<file path="config.mk">
export PLATFORM = sky130hd
export DESIGN_NAME = sprite_motion_ctrl_flat
export DESIGN_NICKNAME = d
export VERILOG_FILES = /design/src/rtl/sprite_motion_ctrl_if.sv /design/src/rtl/sprite_motion_ctrl.sv /design/src/flat_wrapper.sv
export SDC_FILE = /design/constraint.sdc
export NUM_CORES = 1
export LEC_CHECK = 0
export BUFFER_PORTS_ARGS = -buffer_cell sky130_fd_sc_hd__buf_2
export CAP_MARGIN = 10
export CORE_MARGIN = 10
export CORE_UTILIZATION = 45
export CTS_CLUSTER_DIAMETER = 100
export DETAILED_ROUTE_END_ITERATION = 10
export GPL_TIMING_DRIVEN = 0
export PLACE_DENSITY = 0.79
export SLEW_MARGIN = 20
export SYNTH_ARGS = -nofsm -noshare
export SYNTH_HDL_FRONTEND = slang
export SYNTH_SLANG_ARGS = --single-unit
</file>
<file path="constraint.sdc">
create_clock -name clk -period 3.5 [get_ports clk]
set_input_delay 0.35 -clock clk [delete_from_list [all_inputs] [get_ports clk]]
set_output_delay 0.35 -clock clk [all_outputs]
set_load 0.03 [all_outputs]
</file>
<file path="src/rtl/sprite_motion_ctrl_if.sv">
// Bus bundle between the VGA/controller side and sprite_motion_ctrl.
// The master side supplies the frame pulse and buttons; the slave side returns sprite placement.
interface sprite_motion_ctrl_if;
    logic        screenEnd;
    logic [7:0]  buttons;
    logic        sp_en;
    logic [31:0] sp_addr;
    logic [7:0]  sp_x;
    logic [6:0]  sp_y;
    logic        on_ground;

    modport master (
        output screenEnd, buttons,
        input  sp_en, sp_addr, sp_x, sp_y, on_ground
    );

    modport slave (
        input  screenEnd, buttons,
        output sp_en, sp_addr, sp_x, sp_y, on_ground
    );
endinterface

</file>
<file path="src/rtl/sprite_motion_ctrl.sv">
// Per-frame sprite motion: walk left/right, jump with gravity, two-frame walk animation, start pause.
// Define SPRITE_WRAP_EN to make horizontal motion wrap around the screen instead of saturating.
module sprite_motion_ctrl #(
    parameter int START_X      = 76,
    parameter int START_Y      = 112,
    parameter int FLOOR_Y      = 112,
    parameter int MAX_X        = 152,
    parameter int JUMP_V       = 6,
    parameter int MAX_FALL     = 4,
    parameter int GRAV_PERIOD  = 2,
    parameter int ANIM_PERIOD  = 8,
    parameter int FRAME_STRIDE = 64
) (
    input  logic clk,
    input  logic reset,
    sprite_motion_ctrl_if.slave bus
);
    localparam logic [1:0] ST_GROUND = 2'd0;
    localparam logic [1:0] ST_RISE   = 2'd1;
    localparam logic [1:0] ST_FALL   = 2'd2;

    localparam logic [7:0]        X_START   = 8'(START_X);
    localparam logic [6:0]        Y_START   = 7'(START_Y);
    localparam logic [6:0]        Y_FLOOR   = 7'(FLOOR_Y);
    localparam logic signed [7:0] Y_FLOOR_S = 8'(FLOOR_Y);
    localparam logic signed [4:0] V_JUMP    = 5'(-JUMP_V);
    localparam logic signed [4:0] V_MAX     = 5'(MAX_FALL);
    localparam logic [7:0]        G_LAST    = 8'(GRAV_PERIOD - 1);
    localparam logic [7:0]        A_LAST    = 8'(ANIM_PERIOD - 1);
    localparam logic [31:0]       ADDR_ALT  = 32'(FRAME_STRIDE);
`ifdef SPRITE_WRAP_EN
    localparam logic [7:0]        X_WRAP    = 8'd159;
`else
    localparam logic [7:0]        X_MAX     = 8'(MAX_X);
`endif

    // Only right/left/A/start matter; packed as {start, A, left, right}.
    logic [3:0] btn_sample;
    logic       unused_btn;
    assign btn_sample = {bus.buttons[6], bus.buttons[4], bus.buttons[1], bus.buttons[0]};
    assign unused_btn = ^{bus.buttons[7], bus.buttons[5], bus.buttons[3:2]};

    logic              se_q, tick_q;
    logic [3:0]        btn_q, btn_prev_q;
    logic              en_q, en_d;
    logic [7:0]        x_q, x_d;
    logic [6:0]        y_q, y_d;
    logic signed [4:0] vel_q, vel_d;
    logic [1:0]        state_q, state_d;
    logic [7:0]        gcnt_q, gcnt_d;
    logic [7:0]        acnt_q, acnt_d;
    logic              frame_q, frame_d;
    logic [31:0]       addr_q, addr_d;
    logic              ground_q, ground_d;

    logic              frame_tick;
    logic              go_right, go_left, jump_edge, start_edge;
    logic signed [7:0] vel_ext, y_next;
    logic signed [4:0] vel_grav;
    logic [7:0]        gcnt_grav;

    assign frame_tick = bus.screenEnd & ~se_q;
    assign go_right   = btn_q[0] & ~btn_q[1];
    assign go_left    = btn_q[1] & ~btn_q[0];
    assign jump_edge  = btn_q[2] & ~btn_prev_q[2];
    assign start_edge = btn_q[3] & ~btn_prev_q[3];
    assign vel_ext    = {{3{vel_q[4]}}, vel_q};
    assign y_next     = $signed({1'b0, y_q}) + vel_ext;

    // Gravity step: position this tick uses the old velocity, the new one applies next tick.
    always_comb begin
        gcnt_grav = gcnt_q + 8'd1;
        vel_grav  = vel_q;
        if (gcnt_q == G_LAST) begin
            gcnt_grav = '0;
            vel_grav  = (vel_q >= V_MAX) ? V_MAX : vel_q + 5'sd1;
        end
    end

    always_comb begin
        en_d    = en_q;
        x_d     = x_q;
        y_d     = y_q;
        vel_d   = vel_q;
        state_d = state_q;
        gcnt_d  = gcnt_q;
        acnt_d  = acnt_q;
        frame_d = frame_q;
        if (tick_q) begin
            if (start_edge) begin
                en_d = ~en_q;
            end
            if (en_q) begin
`ifdef SPRITE_WRAP_EN
                if (go_right) begin
                    x_d = (x_q >= X_WRAP) ? 8'd0 : x_q + 8'd1;
                end else if (go_left) begin
                    x_d = (x_q == 8'd0) ? X_WRAP : x_q - 8'd1;
                end
`else
                if (go_right) begin
                    x_d = (x_q >= X_MAX) ? X_MAX : x_q + 8'd1;
                end else if (go_left) begin
                    x_d = (x_q == 8'd0) ? 8'd0 : x_q - 8'd1;
                end
`endif
                if (go_right | go_left) begin
                    if (acnt_q == A_LAST) begin
                        acnt_d  = '0;
                        frame_d = ~frame_q;
                    end else begin
                        acnt_d = acnt_q + 8'd1;
                    end
                end else begin
                    acnt_d = '0;
                end

                case (state_q)
                    ST_RISE, ST_FALL: begin
                        gcnt_d = gcnt_grav;
                        vel_d  = vel_grav;
                        if (y_next >= Y_FLOOR_S) begin
                            y_d     = Y_FLOOR;
                            vel_d   = '0;
                            gcnt_d  = '0;
                            state_d = ST_GROUND;
                        end else if (y_next[7]) begin
                            y_d     = '0;
                            vel_d   = '0;
                            gcnt_d  = '0;
                            state_d = ST_FALL;
                        end else begin
                            y_d = y_next[6:0];
                            if (state_q == ST_RISE && !vel_grav[4]) begin
                                state_d = ST_FALL;
                            end
                        end
                    end
                    default: begin
                        if (jump_edge) begin
                            vel_d   = V_JUMP;
                            gcnt_d  = '0;
                            state_d = ST_RISE;
                        end else begin
                            y_d     = Y_FLOOR;
                            vel_d   = '0;
                            state_d = ST_GROUND;
                        end
                    end
                endcase
            end
        end
        addr_d   = frame_d ? ADDR_ALT : 32'd0;
        ground_d = (state_d == ST_GROUND);
    end

    always_ff @(posedge clk) begin
        if (!reset) begin
            se_q       <= 1'b0;
            tick_q     <= 1'b0;
            btn_q      <= '0;
            btn_prev_q <= '0;
            en_q       <= 1'b1;
            x_q        <= X_START;
            y_q        <= Y_START;
            vel_q      <= '0;
            state_q    <= ST_GROUND;
            gcnt_q     <= '0;
            acnt_q     <= '0;
            frame_q    <= 1'b0;
            addr_q     <= '0;
            ground_q   <= 1'b1;
        end else begin
            se_q   <= bus.screenEnd;
            tick_q <= frame_tick;
            if (frame_tick) begin
                btn_q      <= btn_sample;
                btn_prev_q <= btn_q;
            end
            en_q     <= en_d;
            x_q      <= x_d;
            y_q      <= y_d;
            vel_q    <= vel_d;
            state_q  <= state_d;
            gcnt_q   <= gcnt_d;
            acnt_q   <= acnt_d;
            frame_q  <= frame_d;
            addr_q   <= addr_d;
            ground_q <= ground_d;
        end
    end

    assign bus.sp_en     = en_q;
    assign bus.sp_addr   = addr_q;
    assign bus.sp_x      = x_q;
    assign bus.sp_y      = y_q;
    assign bus.on_ground = ground_q;
endmodule

</file>
<file path="src/flat_wrapper.sv">
// flat-port wrapper written by rule: the top's interface ports become plain ports
module sprite_motion_ctrl_flat 
#(
    parameter int START_X      = 76,
    parameter int START_Y      = 112,
    parameter int FLOOR_Y      = 112,
    parameter int MAX_X        = 152,
    parameter int JUMP_V       = 6,
    parameter int MAX_FALL     = 4,
    parameter int GRAV_PERIOD  = 2,
    parameter int ANIM_PERIOD  = 8,
    parameter int FRAME_STRIDE = 64
)
  (clk, reset, bus_screenEnd, bus_buttons, bus_sp_en, bus_sp_addr, bus_sp_x, bus_sp_y, bus_on_ground);
  sprite_motion_ctrl_if bus_i ();
  input  logic clk;
  input  logic reset;
  input wire logic [$bits(bus_i.screenEnd)-1:0] bus_screenEnd;
  input wire logic [$bits(bus_i.buttons)-1:0] bus_buttons;
  output wire logic [$bits(bus_i.sp_en)-1:0] bus_sp_en;
  output wire logic [$bits(bus_i.sp_addr)-1:0] bus_sp_addr;
  output wire logic [$bits(bus_i.sp_x)-1:0] bus_sp_x;
  output wire logic [$bits(bus_i.sp_y)-1:0] bus_sp_y;
  output wire logic [$bits(bus_i.on_ground)-1:0] bus_on_ground;
  assign bus_i.screenEnd = bus_screenEnd;
  assign bus_i.buttons = bus_buttons;
  assign bus_sp_en = bus_i.sp_en;
  assign bus_sp_addr = bus_i.sp_addr;
  assign bus_sp_x = bus_i.sp_x;
  assign bus_sp_y = bus_i.sp_y;
  assign bus_on_ground = bus_i.on_ground;
  sprite_motion_ctrl #(.START_X(START_X), .START_Y(START_Y), .FLOOR_Y(FLOOR_Y), .MAX_X(MAX_X), .JUMP_V(JUMP_V), .MAX_FALL(MAX_FALL), .GRAV_PERIOD(GRAV_PERIOD), .ANIM_PERIOD(ANIM_PERIOD), .FRAME_STRIDE(FRAME_STRIDE)) u_core (.clk(clk), .reset(reset), .bus(bus_i));
endmodule
</file>
Word-level counts from Yosys, hierarchy flattened
Cells that the tools add are included.
{ "totals": {"regBits": 83, "input_bits": 11, "output_inout_bits": 49} }
{ "op_classes": {"n_addsub": 6, "n_lt_le_gt_ge": 3, "n_eq_ne": 6, "mux": 33, "n_bitwise": 13, "reduce_logical": 13} }
{ "op_table": {"columns": ["operator", "n"], "rows": [
  ["$mux 8", 11],
  ["$mux 7", 5],
  ["$mux 5", 6],
  ["$add 8x1->8 const B", 3],
  ["$ge 8x8->1 const B", 2],
  ["$mux 2", 6],
  ["$reduce_and 3->1", 4],
  ["$add 8x5->8", 1],
  ["$eq 8x1->1 const B", 1],
  ["$eq 8x3->1 const B", 1],
  ["$logic_not 8->1", 1],
  ["$sub 8x1->8 const B", 1],
  ["$not 1->1", 7],
  ["$add 5x2->5 const B", 1],
  ["$and 1x1->1", 5],
  ["$ge 5x4->1 const B", 1],
  ["$mux 1", 5],
  ["$ne 4x1->1 const B", 1],
  ["$reduce_and 2->1", 2],
  ["$reduce_bool 2->1", 2],
  ["$eq 2x1->1 const B", 1],
  ["$eq 2x2->1 const B", 1],
  ["$logic_not 2->1", 1],
  ["$ne 2x2->1 const B", 1],
  ["4 further kinds", 4]
]} }

Logic depth before layout (Yosys ltp)
{ "depth": {"depth_word": 12, "depth_mapped": 10} }

Worst setup path after synthesis
OpenSTA, ideal clock, no wires.
{ "synth_path": {"path_kind": "register -> register", "startpoint": "register u_core.y_q[0] (netlist: u_core.bus.sp_y[0])", "endpoint": "register u_core.state_q[0]", "setup_time_ps": 115, "t_arrival_ps": 2473, "required_ps": 3385, "slack_ps": 912, "path_stages_with_launch": 9, "synth_period_minus_slack_ps": 2588, "path_cell_list": "dfxtp_1 > ha_1 > fa_1 > a21o_1 > o31a_1 > a41oi_1 > o221ai_4 > a41o_2 > and2_1"} }
{ "synth_between": {"elab_chain_len": 6} }
{ "synth_rtl": {"columns": ["item", "line_no", "rtl"], "rows": [
  ["start: declaration", "sprite_motion_ctrl.sv:47", "logic [6:0] y_q, y_d;"],
  ["start signal: assignment", "sprite_motion_ctrl.sv:182", "y_q <= y_d;"],
  ["$add 8x5->8 (*)", "sprite_motion_ctrl.sv:68", "assign y_next = $signed({1'b0, y_q}) + vel_ext;"],
  ["$ge 8x8->1 or $mux 2 (tied branches)", "sprite_motion_ctrl.sv:122, sprite_motion_ctrl.sv:127", null],
  ["$mux 2 (*)", "sprite_motion_ctrl.sv:122", "if (y_next >= Y_FLOOR_S) begin"],
  ["$mux 2 (*)", "sprite_motion_ctrl.sv:118", "case (state_q)"],
  ["$mux 2 (*)", "sprite_motion_ctrl.sv:93", "if (en_q) begin"],
  ["$mux 2 (*)", "sprite_motion_ctrl.sv:89", "if (tick_q) begin"],
  ["end signal: assignment", "sprite_motion_ctrl.sv:184", "state_q <= state_d;"],
  ["end: declaration", "sprite_motion_ctrl.sv:49", "logic [1:0] state_q, state_d;"]
]} }
Every way passes the cells marked *; elsewhere a longest branch is shown, timed or not.
A chain may end at the register's enable or synchronous reset.

Worst setup path in the final report
{ "layout_path": {"startpoint": "register u_core.vel_q[0]", "endpoint": "register u_core.state_q[0]"} }
{ "layout_between": {"elab_chain_len": 11} }
{ "layout_rtl": {"columns": ["item", "line_no", "rtl"], "rows": [
  ["start: declaration", "sprite_motion_ctrl.sv:48", "logic signed [4:0] vel_q, vel_d;"],
  ["start signal: assignment", "sprite_motion_ctrl.sv:183", "vel_q <= vel_d;"],
  ["branches (longest 7 deep; another with $add 8x5->8)", null, null],
  ["$mux 2 (*)", "sprite_motion_ctrl.sv:122", null],
  ["$mux 2 (*)", "sprite_motion_ctrl.sv:118", null],
  ["$mux 2 (*)", "sprite_motion_ctrl.sv:93", null],
  ["$mux 2 (*)", "sprite_motion_ctrl.sv:89", null]
]} }
Mark *: on every way between the ends. The select of a mux whose other input is x is not followed.

==> results.sh <==
export IMPL_clkSlewWorstSetupHoldPaths_ns=0.09
export IMPL_antenna_found_initial=0
export IMPL_cp_max_fo=8
export IMPL_cts_hold_buffers_added=0
export IMPL_rsz0062_at_grt="false"
export IMPL_gp_congestion=0.909
export IMPL_cts_setup_buffers=0
export IMPL_grtUsageTotal=0.138
export IMPL_synthMuxAreaShare=0.0216
export IMPL_min_path_cells=3
export IMPL_yosysMostFrequentCell="dfxtp_1"
export IMPL_insertedDiodeCount=0
export IMPL_finalCriticalPeriod_ns=2.70
export IMPL_start_util=0.458
export IMPL_ys_types=64
export IMPL_avgViaCountPerCell=5.42
export IMPL_tritoncts="built"
export IMPL_total_power_mw=1.29
export IMPL_synth_top_area_share=0.297
export IMPL_worst_slew_pin_slew_ns=0.916
export IMPL_slew_violations=0
export IMPL_cts_resized=0
export IMPL_root_buffer="clkbuf_8"
export IMPL_status="complete, no violations"
export IMPL_hp_class="in -> reg"
export IMPL_cts_buffers=5
export IMPL_gr_total_overflow=0
export IMPL_finClkSkew_ns=0.00555
export IMPL_drc_errors=0
export IMPL_synthArstFlopShare=0
export IMPL_wl_per_cell_um=13.8
export IMPL_pin_count=60
export IMPL_tns_ns=0
export IMPL_drtPass1Iterations=5
export IMPL_num_rows=31
export IMPL_reg2reg_depth=8
export IMPL_die_area_um2=11200
export IMPL_pwr_share_comb=0.213
export IMPL_fmax_mhz=370
export IMPL_cp_end_kind="flop"
export IMPL_drive_above_1_share=0.179
export IMPL_fill_cells=708
export IMPL_seq_power_share=0.452
export IMPL_clkLatencyLatePin_ns=0.31
export IMPL_postRouteAntennaNets=0
export IMPL_grt_pass1_vias=2925
export IMPL_p_leak_nw=1.54
export IMPL_grt_max_degree=18
export IMPL_num_vias=3107
export IMPL_synth_seq_area_share=0.297
export IMPL_avgSynthCellArea_um2=8.03
export IMPL_synth_edf_count=0
export IMPL_period_share=0.772
export IMPL_ys_top_cells_by_area="dfxtp_1 30%, buf_4 7.7%, ha_1 6.4%"
export IMPL_portBuffers=24
export IMPL_h_tree_depth=2
export IMPL_peakVddDrop_mv=0.236
export IMPL_yosys_warnings=0
export IMPL_place_area_um2=3660
export IMPL_power_per_cell_area_nw_per_um2=341
export IMPL_area_growth_pct=14.4
export IMPL_p_clk_frac=0.335
export IMPL_synth_fa_ha_area_frac=0.0704
export IMPL_synth_compound_area_frac=0.224
export IMPL_synth_xor_area_frac=0.0291
export IMPL_arrival_ns=2.91
export IMPL_core_area_um2=7210
export IMPL_finalSetupViolations=0
export IMPL_clk_path_buf_depth=2
export IMPL_p_sw_mw=0.403
export IMPL_synth_common_cells="49 x dfxtp_1, 37 x nor2_1, 35 x a21oi_1"
export IMPL_wirelength_mm=7.92
export IMPL_netlist_area_um2=3310
export IMPL_cp_required_ns=3.71
export IMPL_drt_iter0_markers=223
export IMPL_ys_ff_latch=49
export IMPL_relSlewSlack=0.390
export IMPL_hold_viol_final=0
export IMPL_dieHeight_um=106
export IMPL_critPathLaunchType="flop"
export IMPL_setup_worst_path_class="reg -> reg"
export IMPL_dieWidth_um=106
export IMPL_synthSimpleGateAreaFrac=0.238
export IMPL_fin_nets=502
export IMPL_grt_pass1_wl_mm=13.4
export IMPL_cts_sinks=49
export IMPL_synth_top_family_by_area="simple AND/OR/NAND/NOR gates"
export IMPL_synthesis_instances=412
export IMPL_switching_share=0.312
export IMPL_synth_ff_type="dfxtp_1"
export IMPL_synth_largest_area_cell="dfxtp_1"
export IMPL_stdcell_area_um2=3780
export IMPL_place_hpwl_mm=6.03
export IMPL_max_cap_violations=0
export IMPL_p_int_mw=0.886
## cell type report
class                      instances  area, um^2  share of cell area
multi-input combinational        326        2040               0.540
buffer                            54         348              0.0920
tap                               99         124              0.0327
inverter                          13        48.8              0.0129
clock buffer                       5        68.8              0.0182
clock inverter                     3        50.0              0.0132
sequential                        49         981               0.259
timing repair buffer              24         120              0.0318
## cell families (layout without fill, tap and decap cells)
group | count (synthesis) | count (layout)
AND/OR/NAND/NOR | 150 | 150
buffers and inverters | 67 | 99
multiplexers | 7 | 7
adder cells (fa/ha/maj) | 18 | 18
flip-flops | 49 | 49
XOR/XNOR | 11 | 11
other | 1 | 31
AO/OA/AOI/OAI | 109 | 109
## per-stage QoR
| step | instances | util | worst slack (ns) | hold WS [ns] |
|---|---|---|---|---|
| after floorplan | 442 | - | 0.912 | 0.392 |
| after global placement | 565 | 0.508 | 0.855 | 0.401 |
| after detailed placement | 565 | 0.508 | 0.816 | 0.407 |
| after CTS | 573 | 0.524 | 0.792 | 0.263 |
| after global routing | 573 | 0.524 | 0.632 | 0.275 |
| final | 573 | 0.524 | 0.799 | 0.270 |
## worst max-delay path: stages (launching register included)
cell and delay [ns]:
dfxtp_1 0.38, ha_1 0.26, fa_1 0.44, a21o_1 0.23, a221oi_2 0.28, xnor2_1 0.27
o221ai_4 0.26, a41o_2 0.33, and2_1 0.15
## state kept, by name (all words and copies together) (netlist names)
register	count
u_core.acnt_q	8
u_core.bus.sp_x	8
u_core.gcnt_q	8
u_core.bus.sp_y	7
u_core.vel_q	5
u_core.btn_q	4
u_core.btn_prev_q	2
u_core.state_q	2
u_core.bus.on_ground	1
u_core.bus.sp_addr	1
u_core.bus.sp_en	1
u_core.se_q	1
u_core.tick_q	1
## per-layer routing
metal  vias up  wire (um)  global-route usage
met5         -          0                   0
met4         0         85              0.0387
met3        10        617              0.0384
met2       124       3830               0.237
met1      1425       3390               0.166
li1       1548          -                   -
## layout by cell type, fill, tap and decap left out, types with 6 or more instances in the layout
cell,synthesis,final
mux2i_1,6,6
buf_2,2,26
o21ai_0,18,18
nor2b_1,6,6
inv_1,12,12
nor2_1,37,37
nand2_1,32,32
a21oi_1,35,35
nand3_1,13,13
clkbuf_1,16,16
xor2_1,6,6
nand2b_1,6,6
a31oi_1,6,6
and3_1,10,10
conb_1,1,31
a211oi_1,10,10
dfxtp_1,49,49
nand4_1,10,10
nor3_1,7,7
ha_1,17,17
buf_4,34,34
## power groups by stage
stage | clock network, mW | logic [mW] | registers, mW
global route | 0.467 | 0.301 | 0.585
detailed placement | 0 | 0.270 | 0.596
floorplan | 0 | 0.216 | 0.600
finish | 0.432 | 0.274 | 0.583
CTS | 0.444 | 0.272 | 0.583
global placement | 0 | 0.265 | 0.595
## worst paths after layout
kind / end / slack, ns / from
setup reg to reg: u_core.state_q[0] / 0.80 / u_core.vel_q[0]
setup / recovery: u_core.state_q[0] / 0.80 / u_core.vel_q[0]
hold reg to reg: u_core.tick_q / 0.42 / u_core.se_q
hold / removal: u_core.btn_q[1] / 0.27 / bus_buttons[1]
Note: power is estimated with default switching activity, not from simulation.
